### src/rtl/sp_sram_be.sv
// Single-port synchronous SRAM with lane byte enables, a post-reset/on-request clear engine,
// selectable read-during-write result and an optional output pipeline register.
module sp_sram_be #(
  parameter int                    ADDR_WIDTH = 4,
  parameter int                    DATA_WIDTH = 16,
  parameter int                    LANE_WIDTH = 8,
  parameter int                    DEPTH      = 2**ADDR_WIDTH,
  parameter int                    RDW_MODE   = 0,
  parameter int                    OUT_REG    = 0,
  parameter logic [DATA_WIDTH-1:0] CLEAR_VAL  = '0
) (
  input  logic                                clk,
  input  logic                                rst_n,
  input  logic                                req,
  input  logic                                wr,
  input  logic [ADDR_WIDTH-1:0]               addr,
  input  logic [DATA_WIDTH-1:0]               din,
  input  logic [DATA_WIDTH/LANE_WIDTH-1:0]    be,
  input  logic                                clr,
  output logic                                busy,
  output logic                                qvalid,
  output logic [DATA_WIDTH-1:0]               qout,
  output logic                                dbg_state
);

  localparam int LANES = DATA_WIDTH / LANE_WIDTH;
  localparam logic [ADDR_WIDTH:0]   DEPTH_W  = (ADDR_WIDTH+1)'(DEPTH);
  localparam logic [ADDR_WIDTH-1:0] LAST_PTR = ADDR_WIDTH'(DEPTH - 1);

  typedef enum logic {READY = 1'b0, CLEAR = 1'b1} state_e;

  // Handshake: an access is taken on a rising edge when busy=0, req=1 and clr=0;
  // its response appears as a one-cycle qvalid strobe 1+OUT_REG cycles later.
  state_e                  state_q, state_d;
  logic [ADDR_WIDTH-1:0]   ptr_q, ptr_d;
  logic [DATA_WIDTH-1:0]   mem_q [DEPTH];

  logic                    in_range;
  logic                    accept;
  logic                    mem_we;
  logic [DATA_WIDTH-1:0]   old_word;
  logic [DATA_WIDTH-1:0]   merged_word;
  logic [DATA_WIDTH-1:0]   resp_word;

  logic                    vld1_q;
  logic [DATA_WIDTH-1:0]   dat1_q;

  assign busy      = (state_q == CLEAR);
  assign dbg_state = state_q;

  always_comb begin
    in_range    = ({1'b0, addr} < DEPTH_W);
    accept      = (state_q == READY) && req && !clr;
    mem_we      = accept && wr && in_range;
    old_word    = in_range ? mem_q[addr] : '0;
    merged_word = old_word;
    for (int i = 0; i < LANES; i++) begin
      if (be[i]) merged_word[i*LANE_WIDTH +: LANE_WIDTH] = din[i*LANE_WIDTH +: LANE_WIDTH];
    end
    // Out-of-range accesses always answer zero, whatever the mode.
    if (!in_range)                  resp_word = '0;
    else if (wr && (RDW_MODE != 0)) resp_word = merged_word;
    else                            resp_word = old_word;
  end

  always_comb begin
    state_d = state_q;
    ptr_d   = ptr_q;
    case (state_q)
      CLEAR: begin
        ptr_d = ptr_q + 1'b1;
        if (ptr_q == LAST_PTR) begin
          state_d = READY;
          ptr_d   = '0;
        end
      end
      READY: begin
        if (clr) begin
          state_d = CLEAR;
          ptr_d   = '0;
        end
      end
      default: begin
        state_d = CLEAR;
        ptr_d   = '0;
      end
    endcase
  end

  always_ff @(posedge clk or negedge rst_n) begin
    if (!rst_n) begin
      state_q <= CLEAR;
      ptr_q   <= '0;
    end else begin
      state_q <= state_d;
      ptr_q   <= ptr_d;
    end
  end

  // The array has no reset; the clear engine initialises it instead.
  always_ff @(posedge clk) begin
    if (state_q == CLEAR)  mem_q[ptr_q] <= CLEAR_VAL;
    else if (mem_we)       mem_q[addr]  <= merged_word;
  end

  always_ff @(posedge clk or negedge rst_n) begin
    if (!rst_n) begin
      vld1_q <= 1'b0;
      dat1_q <= '0;
    end else begin
      vld1_q <= accept;
      if (accept) dat1_q <= resp_word;
    end
  end

  generate
    if (OUT_REG != 0) begin : g_out_reg
      logic                  vld2_q;
      logic [DATA_WIDTH-1:0] dat2_q;
      always_ff @(posedge clk or negedge rst_n) begin
        if (!rst_n) begin
          vld2_q <= 1'b0;
          dat2_q <= '0;
        end else begin
          vld2_q <= vld1_q;
          if (vld1_q) dat2_q <= dat1_q;
        end
      end
      assign qvalid = vld2_q;
      assign qout   = dat2_q;
    end else begin : g_no_out_reg
      assign qvalid = vld1_q;
      assign qout   = dat1_q;
    end
  endgenerate

endmodule

### config.mk
export PLATFORM = sky130hd
export DESIGN_NAME = sp_sram_be
export DESIGN_NICKNAME = d
export VERILOG_FILES = /design/src/rtl/sp_sram_be.sv
export SDC_FILE = /design/constraint.sdc
export NUM_CORES = 1
export LEC_CHECK = 0
export BUFFER_PORTS_ARGS = -buffer_cell sky130_fd_sc_hd__buf_2
export CAP_MARGIN = 20
export CORE_AREA = 4 4 162 164
export CTS_BUF_LIST = sky130_fd_sc_hd__clkbuf_4
export DETAILED_ROUTE_END_ITERATION = 7
export DIE_AREA = 0 0 166 168
export PLACE_DENSITY = 0.69
export SYNTH_ARGS = -nofsm -noshare
export SYNTH_HDL_FRONTEND = slang
export SYNTH_SLANG_ARGS = --single-unit
### constraint.sdc
create_clock -name clk -period 2.7 [get_ports clk]
set_input_delay 0.405 -clock clk [delete_from_list [all_inputs] [get_ports clk]]
set_output_delay 0.405 -clock clk [all_outputs]
set_load 0.005 [all_outputs]
==> summary.md, run 1 <==
| Metric | Value |
|---|---|
| Core area | `24890 um^2` |
| Syn nets | `665` |
| Vias per Instance | `5.702` |
| PwrDens | `873.6 nW/um^2` |
| Vias in the first global route | `6931` |
| Largest net degree at the start of global routing | `34` |
| DRC Markers | `0` |
| Root Buffer | `clkbuf_4` |
| Num CTS Buffers | `68` |
| # Post-CTS Setup Buffers | `0` |
| Finish-stage setup viols | `0` |
| Total power draw | `0.01146 W` |
| HP Start | `clr` |
| Post-DP HPWL | `17080 um` |
| Skew final | `37.28 ps` |
| Slew HR | `27.14%` |
| Register area share after synthesis | `74.40%` |
| RR Startpoint | `busy` |
| Antenna viol nets, final | `0` |
| Arrival @ worst endpoint | `2670 ps` |
| Global-route wire length before repair | `41220 um` |
| Area leader, netlist | `edfxtp_1` |
| Vias | `6734` |
| Synthesized flop and latch total | `278` |
| Synth Area per Inst | `17.39 um^2` |
| Period utilisation layout | `88.28%` |
| CTS tree | `done` |
| Most area-consuming cells after synthesis | `edfxtp_1 69%, mux2i_1 8.7%, dfrtp_1 4.7%` |
| YS warnings | `0` |
| Fillers | `1972` |
| Layout cells sized above 1 | `30.27%` |
| CP required | `2990 ps` |
| CP Cell Sequence | `and4bb_2, buf_4, o21ai_0, a21oi_1` |
| Worst-path maximum fanout | `16` |
| Slew Limit Fails | `0` |
| Site Rows | `58` |
| WL final | `27360 um` |
| Synth cell types | `37` |
| Post-DR wirelength/cell | `23.17 um` |
| Final Hold Viols | `0` |
| Worst setup path class | `flop to flop` |
| Slowest CP cell | `a21oi_1` |
| Worst-margin pin slew | `1093 ps` |
| Mux contribution to synthesized area | `11.93%` |
| Clock Sinks | `278` |
| Worst hold slack | `195.1 ps` |
| Tmin final | `2384 ps` |
| Initial Util | `44.49%` |
| Layout area overhead | `18.50%` |
| CTS max path bufs | `3` |
| Crit. Startpoint | `busy` |
| Hold-fix buffers, CTS | `1` |
| Flip-flop and latch area | `8239 um^2` |
| XOR/XNOR Fraction of Synth Area | `0%` |
| Hold WC Path Type | `input pin to flop` |
| LEAKAGE | `4.996 nW` |
| Synth top area share | `69.42%` |
| GRT Overall Usage | `19.54%` |
| # nets final | `827` |
| Critical Path Start Type | `flop` |
| Post-synth design cell area | `11070 um^2` |
| Clk_lat worst skew | `660 ps` |
| Run status | `finished clean` |
| Area after DPL | `12170 um^2` |
| Commonest non-fill, non-tap cell in the layout | `edfxtp_1` |
| Multi-input logic area | `2539 um^2` |
| GRT overflow | `0` |
| Post-CTS sizing | `0` |
| Post-route setup TNS | `0 ps` |
| GPL Wtd Cong | `0.8009` |
| Post-synthesis cell count | `637` |
| Die ar. | `27890 um^2` |
| Worst setup EP type | `flop` |
| Max-cap violations | `0` |
| Fmax | `0.4195 GHz` |
| DIE HEIGHT | `168 um` |
| CP peak stage delay | `830 ps` |
| Post-synthesis compound-gate area fraction | `8.010%` |
| Port buffer count | `45` |
| Clock transition at path regs | `60 ps` |
| Post-synthesis simple-gate area fraction | `2.847%` |
| Main combinational cell family by area after synthesis | `multiplexers` |
| Initial antenna violation count | `1` |
| Design Area, Final | `13120 um^2` |
| RSZ-0062 raised after global routing | `false` |
| Boundary Pins | `46` |
| Total iterations of the first detailed-routing run | `5` |
| 1st-iter DRT viols | `685` |
| Commonest cells after routing, fill and taps aside | `256 x edfxtp_1, 97 x clkbuf_4, 96 x mux2i_1, 80 x buf_4, 44 x buf_2` |
| Die W | `166 um` |
| Post-Synth Adder-Cell Area | `0.1130%` |
| H-tree Lvls | `3` |
| Worst VDD drop | `0.3789 mV` |
[sequential cells by signal, summed over array words and instances (netlist names)]
name and flops:
ptr_q 4, qout 16, qvalid 1, busy 1, mem_q 256
[critical path, delay by kind of cell, from the launching register on]
family,cells,cell delay [ps]
AO/OA/AOI/OAI,2,980
AND/OR/NAND/NOR,1,470
flip-flops,1,380
buffers and inverters,1,200
[layout make-up]
| type | instances | area share, % |
|---|---|---|
| diodes | 2 | 0.03814 |
| clock buffers | 97 | 5.549 |
| clock inverters | 23 | 1.535 |
| inverters | 7 | 0.2002 |
| multi-input cells | 312 | 19.35 |
| flip-flops and latches | 278 | 62.79 |
| well taps | 330 | 3.146 |
| repair buffers | 132 | 7.399 |
[metal layers]
metal,track usage (%),vias to the layer above,wire length [um]
met5,0,-,0
met4,7.783,0,784
met3,4.297,50,2446
met2,31.92,344,13230
met1,25.76,3405,10900
li1,-,2935,-
[cell usage after synthesis, drive strengths merged]
master and n:
edfxtp 256, mux2i 96, o21ai 37, a21oi 35, nor2 35, buf 27, dfrtp 21, nand2 20
a221o 16, a222oi 16, a2bb2oi 16, mux4 16, clkbuf 13, inv 6, a31oi 5, nor3 4
nor2b 3, nand3 2, a22o 1, a32o 1, a41oi 1, and2 1, and3 1, and4bb 1
clkinv 1, dfstp 1, ha 1, nand4bb 1, nor3b 1, o21a 1, or3b 1
[report_power, final]
part	total (W)	leakage [nW]	switching [W]	internal, W
combinational	0.00198	1.76	0.00126	0.000723
sequential	0.00579	2.70	0.000254	0.00554
clock	0.00369	0.534	0.00164	0.00205
total	0.0115	5.00	0.00316	0.00831
[stage by stage]
step | cells | utilization, % | setup slack, ps
finish | 1181 | 52.72 | 316.4
global route | 1181 | 52.72 | 168.9
CTS | 1178 | 52.67 | 307.5
detailed placement | 1057 | 48.89 | -240.1
global placement | 1057 | 48.89 | -106.2
floorplan | 637 | - | 338.8
[logic make-up (layout without fill, tap and decap cells)]
kind of cell | count (synthesis) | after routing
buf+inv | 47 | 259
flops | 278 | 278
other cells | 0 | 2
simple gates | 70 | 70
compound gates | 129 | 129
fa+ha+maj | 1 | 1
mux | 112 | 112
[final timing paths]
kind | end | slack [ps] | cells after the start
max in group asynchronous | ptr_q[3] | 1980 | 2
hold reg to reg | qout[6] | 480 | 2
min in group asynchronous | qout[12] | 290 | 2
setup / recovery | mem_q[5][11] | 320 | 4
hold / removal | ptr_q[0] | 200 | 4
setup reg to reg | mem_q[5][11] | 320 | 4
(Power assumes the default switching activity.)
==> inputs of run 2 (changes only) <==
==> config.mk (replaced) <==
export PLATFORM = sky130hd
export DESIGN_NAME = sp_sram_be
export DESIGN_NICKNAME = d
export VERILOG_FILES = /design/src/rtl/sp_sram_be.sv
export SDC_FILE = /design/constraint.sdc
export NUM_CORES = 1
export LEC_CHECK = 0
export ABC_AREA = 1
export BUFFER_PORTS_ARGS = -buffer_cell sky130_fd_sc_hd__buf_2
export CAP_MARGIN = 20
export CORE_AREA = 4 4 170 172
export CTS_BUF_LIST = sky130_fd_sc_hd__clkbuf_4
export CTS_CLUSTER_SIZE = 20
export DETAILED_ROUTE_END_ITERATION = 7
export DIE_AREA = 0 0 174 176
export PLACE_DENSITY = 0.68
export SYNTH_ARGS = -nofsm -noshare
export SYNTH_HDL_FRONTEND = slang
export SYNTH_SLANG_ARGS = --single-unit
==> run 2 against run 1 <==
- worst setup slack improved by 41 ps
- first-iteration DRC count rose by 44%
- largest power group unchanged
- critical path depth rose by 4
- flip-flop and latch count did not move
- register-to-register slack improved by 40 ps
- wire length rose by 8.9%
==> summary.md, run 2 <==
| Metric | Value |
|---|---|
| Post-CTS sizing | `0 (unchanged)` |
| Final Hold Viols | `0 (unchanged)` |
| Finish-stage setup viols | `0 (unchanged)` |
| Vias per Instance | `5.041 (was 5.702)` |
| Register area share after synthesis | `67.88% (was 74.40%)` |
| H-tree Lvls | `3 (unchanged)` |
| Synthesized flop and latch total | `278 (unchanged)` |
| 1st-iter DRT viols | `987 (was 685)` |
| Worst hold slack | `49.85 ps (was 195.1 ps)` |
| Tmin final | `2343 ps (was 2384 ps)` |
| Worst setup path class | `flop to flop (unchanged)` |
| Synth top cells by count | `472 x nand2_1, 256 x edfxtp_1, 184 x nand3_1 (was 256 x edfxtp_1, 96 x mux2i_1, 35 x a21oi_1)` |
| Clk_lat worst skew | `670 ps (was 660 ps)` |
| Synth Flop Type | `edfxtp_1 (unchanged)` |
| Critical Path Start Type | `flop (unchanged)` |
| Clock Sinks | `278 (unchanged)` |
| Port buffer count | `45 (unchanged)` |
| Synth top area share | `63.33% (was 69.42%)` |
| Num CTS Buffers | `73 (was 68)` |
| GRT overflow | `0 (unchanged)` |
| Reg2reg setup slack | `360 ps (was 320 ps)` |
| Vias in the first global route | `8431 (was 6931)` |
| Worst setup EP type | `flop (unchanged)` |
| Hold-fix buffers, CTS | `1 (unchanged)` |
| Worst Hold Path Cells | `2 (was 4)` |
| NetSw | `0.003248 W (was 0.003156 W)` |
| GPL Wtd Cong | `0.8735 (was 0.8009)` |
| Asr flop ratio synth | `7.914% (unchanged)` |
| Syn nets | `1247 (was 665)` |
| Commonest non-fill, non-tap cell in the layout | `nand2_1 (was edfxtp_1)` |
| Hold WC Path Type | `input pin to flop (unchanged)` |
| Largest net degree at the start of global routing | `81 (was 34)` |
| HP Start | `clr (unchanged)` |
| Layout cells sized above 1 | `16.87% (was 30.27%)` |
| Hold Path End | `ptr_q[3] (was ptr_q[0])` |
| PwrDens | `813.7 nW/um^2 (was 873.6 nW/um^2)` |
| Run status | `finished clean (unchanged)` |
| Core area | `27480 um^2 (was 24890 um^2)` |
| RR Startpoint | `busy (unchanged)` |
| Count leader, synth | `nand2_1 (was edfxtp_1)` |
| Period utilisation layout | `86.76% (was 88.28%)` |
| Arrival @ worst endpoint | `2660 ps (was 2670 ps)` |
| Crit Reg-Reg Endpoint | `mem_q[12][0] (was mem_q[5][11])` |
| Gate power share | `16.9% (was 17.3%)` |
| Post-synth design cell area | `12140 um^2 (was 11070 um^2)` |
| Slew HR | `63.66% (was 27.14%)` |
| Max-cap violations | `0 (unchanged)` |
| Most area-consuming cells after synthesis | `edfxtp_1 63%, nand2_1 15%, nand3_1 7.6% (was edfxtp_1 69%, mux2i_1 8.7%, dfrtp_1 4.7%)` |
| Site Rows | `61 (was 58)` |
| RSZ-0062 raised after global routing | `false (unchanged)` |
| Slew Limit Fails | `0 (unchanged)` |
| LEAKAGE | `6.392 nW (was 4.996 nW)` |
| Worst VDD drop | `0.3555 mV (was 0.3789 mV)` |
| YS warnings | `0 (unchanged)` |
| Worst-margin pin slew | `544.4 ps (was 1093 ps)` |
| Synth Area per Inst | `9.957 um^2 (was 17.39 um^2)` |
| Boundary Pins | `46 (unchanged)` |
| Global-route wire length before repair | `46950 um (was 41220 um)` |
| R2r worst-path depth | `8 (was 4)` |
| CTS max path bufs | `3 (unchanged)` |
| EDFF count, synth | `256 (unchanged)` |
| Root Buffer | `clkbuf_4 (unchanged)` |
| Post-route setup TNS | `0 ps (unchanged)` |
| Die ar. | `30620 um^2 (was 27890 um^2)` |
| Commonest cells after routing, fill and taps aside | `472 x nand2_1, 256 x edfxtp_1, 184 x nand3_1, 153 x inv_1, 108 x clkbuf_4 (was 256 x edfxtp_1, 97 x clkbuf_4, 96 x mux2i_1, 80 x buf_4, 44 x buf_2)` |
| Sw Ratio | `28.49% (was 27.53%)` |
| Layout area overhead | `15.44% (was 18.50%)` |
| Placed cells | `1608 (was 1057)` |
| Seq pwr share | `50.5% (about the same)` |
| Max reg flops | `256 (unchanged)` |
| Fin cells | `1741 (was 1181)` |
| # Post-CTS Setup Buffers | `0 (unchanged)` |
| Top reg by flops | `mem_q (unchanged)` |
| CTS tree | `done (unchanged)` |
| GRT Overall Usage | `19.53% (was 19.54%)` |
| WL final | `29800 um (was 27360 um)` |
| Vias | `8777 (was 6734)` |
| Synth cell types | `22 (was 37)` |
| CP required | `3020 ps (was 2990 ps)` |
| Int Power | `0.008154 W (was 0.008309 W)` |
| Antenna viol nets, final | `0 (unchanged)` |
| Initial Util | `44.18% (was 44.49%)` |
| # nets final | `1366 (was 827)` |
| DIE HEIGHT | `176 um (was 168 um)` |
| Fillers | `2463 (was 1972)` |
| Skew final | `43.11 ps (was 37.28 ps)` |
| DRC Markers | `0 (unchanged)` |
| Clock Power Share | `32.6% (was 32.2%)` |
| Area leader, netlist | `edfxtp_1 (unchanged)` |
| Initial antenna violation count | `1 (unchanged)` |
| Clock transition at path regs | `60 ps (about the same)` |
| Die W | `174 um (was 166 um)` |
| Post-DP HPWL | `18810 um (was 17080 um)` |
| Post-DR wirelength/cell | `17.12 um (was 23.17 um)` |
| Worst-path maximum fanout | `19 (was 16)` |
| Fmax | `0.4269 GHz (was 0.4195 GHz)` |
| Post-synthesis cell count | `1219 (was 637)` |
| Total iterations of the first detailed-routing run | `5 (unchanged)` |
[run 2: cell count changes in the layout (fill, tap and decap cells not counted), moves of 17 or more]
cell,change
inv_1,+147
o21ai_0,-17
mux2i_1,-96
nand2_1,+452
a21oi_1,-35
buf_4,-29
nand3_1,+182
[run 2: kinds of logic after synthesis]
logic type	share of synthesized area (%)
AOI/OAI and AO/OA	0.4639
adders and majority gates	0.1031
buffers and inverters	7.174
xor gates and xnor gates	0.07217
and+or+nand+nor	24.31
DFF	67.88
[run 2: how the worst max path moves through the flow]
stage / startpoint / to / slack, ps / cells after the start
after global routing: busy / mem_q[11][15] / 210 / 10
after detailed placement: busy / mem_q[12][2] / 420 / 8
after floorplan: busy / mem_q[7][0] / 330 / 9
after CTS: busy / mem_q[12][0] / 380 / 8
final: busy / mem_q[12][0] / 360 / 8
after global placement: clr / mem_q[12][2] / 480 / 7
[run 2: power groups by stage]
stage	Clock [W]	Combinational, W	Sequential [W]
2_1_floorplan	0	0.00116	0.00582
3_3_place_gp	0	0.00186	0.00583
3_5_place_dp	0	0.00191	0.00585
4_1_cts	0.00381	0.00192	0.00576
5_1_grt	0.00406	0.00214	0.00582
6_report	0.00372	0.00192	0.00576
[run 2: worst max-delay path: stages (launching register included)]
cell     delay [ps]
dfstp_2         410
inv_2           120
nand2_4          80
nor2_8          240
nand2_4         180
o21ai_1         240
nand3_1         300
nor2_2          160
buf_4           270
[run 2: cell type report]
class / instances / area [um^2] / share of cell area (%)
multi-input cells: 724 / 3035 / 21.66
clock buffers: 108 / 810.8 / 5.786
flip-flops and latches: 278 / 8239 / 58.80
diodes: 2 / 5.005 / 0.03572
well taps: 346 / 432.9 / 3.090
clock inverters: 22 / 140.1 / 1.000
repair buffers: 103 / 753.2 / 5.375
inverters: 158 / 595.6 / 4.250
[run 2: stage by stage]
stage	cell area, um^2	utilization, %	worst slack, ps	total power, W
detailed placement	13050	47.48	424.7	0.007757
CTS	14010	50.98	376.6	0.01149
global placement	13050	47.48	481.5	0.007695
finish	14010	51.00	357.4	0.01140
floorplan	12140	-	334.4	0.006973
global route	14010	50.99	208.4	0.01202
[run 2: metal layers]
layer / GRT usage (%) / vias up / share of wire [%]
li1: - / 4221 / -
met1: 28.70 / 4090 / 44
met2: 28.80 / 412 / 44
met3: 5.182 / 54 / 10
met4: 5.708 / 0 / 1.8
met5: 0 / - / 0
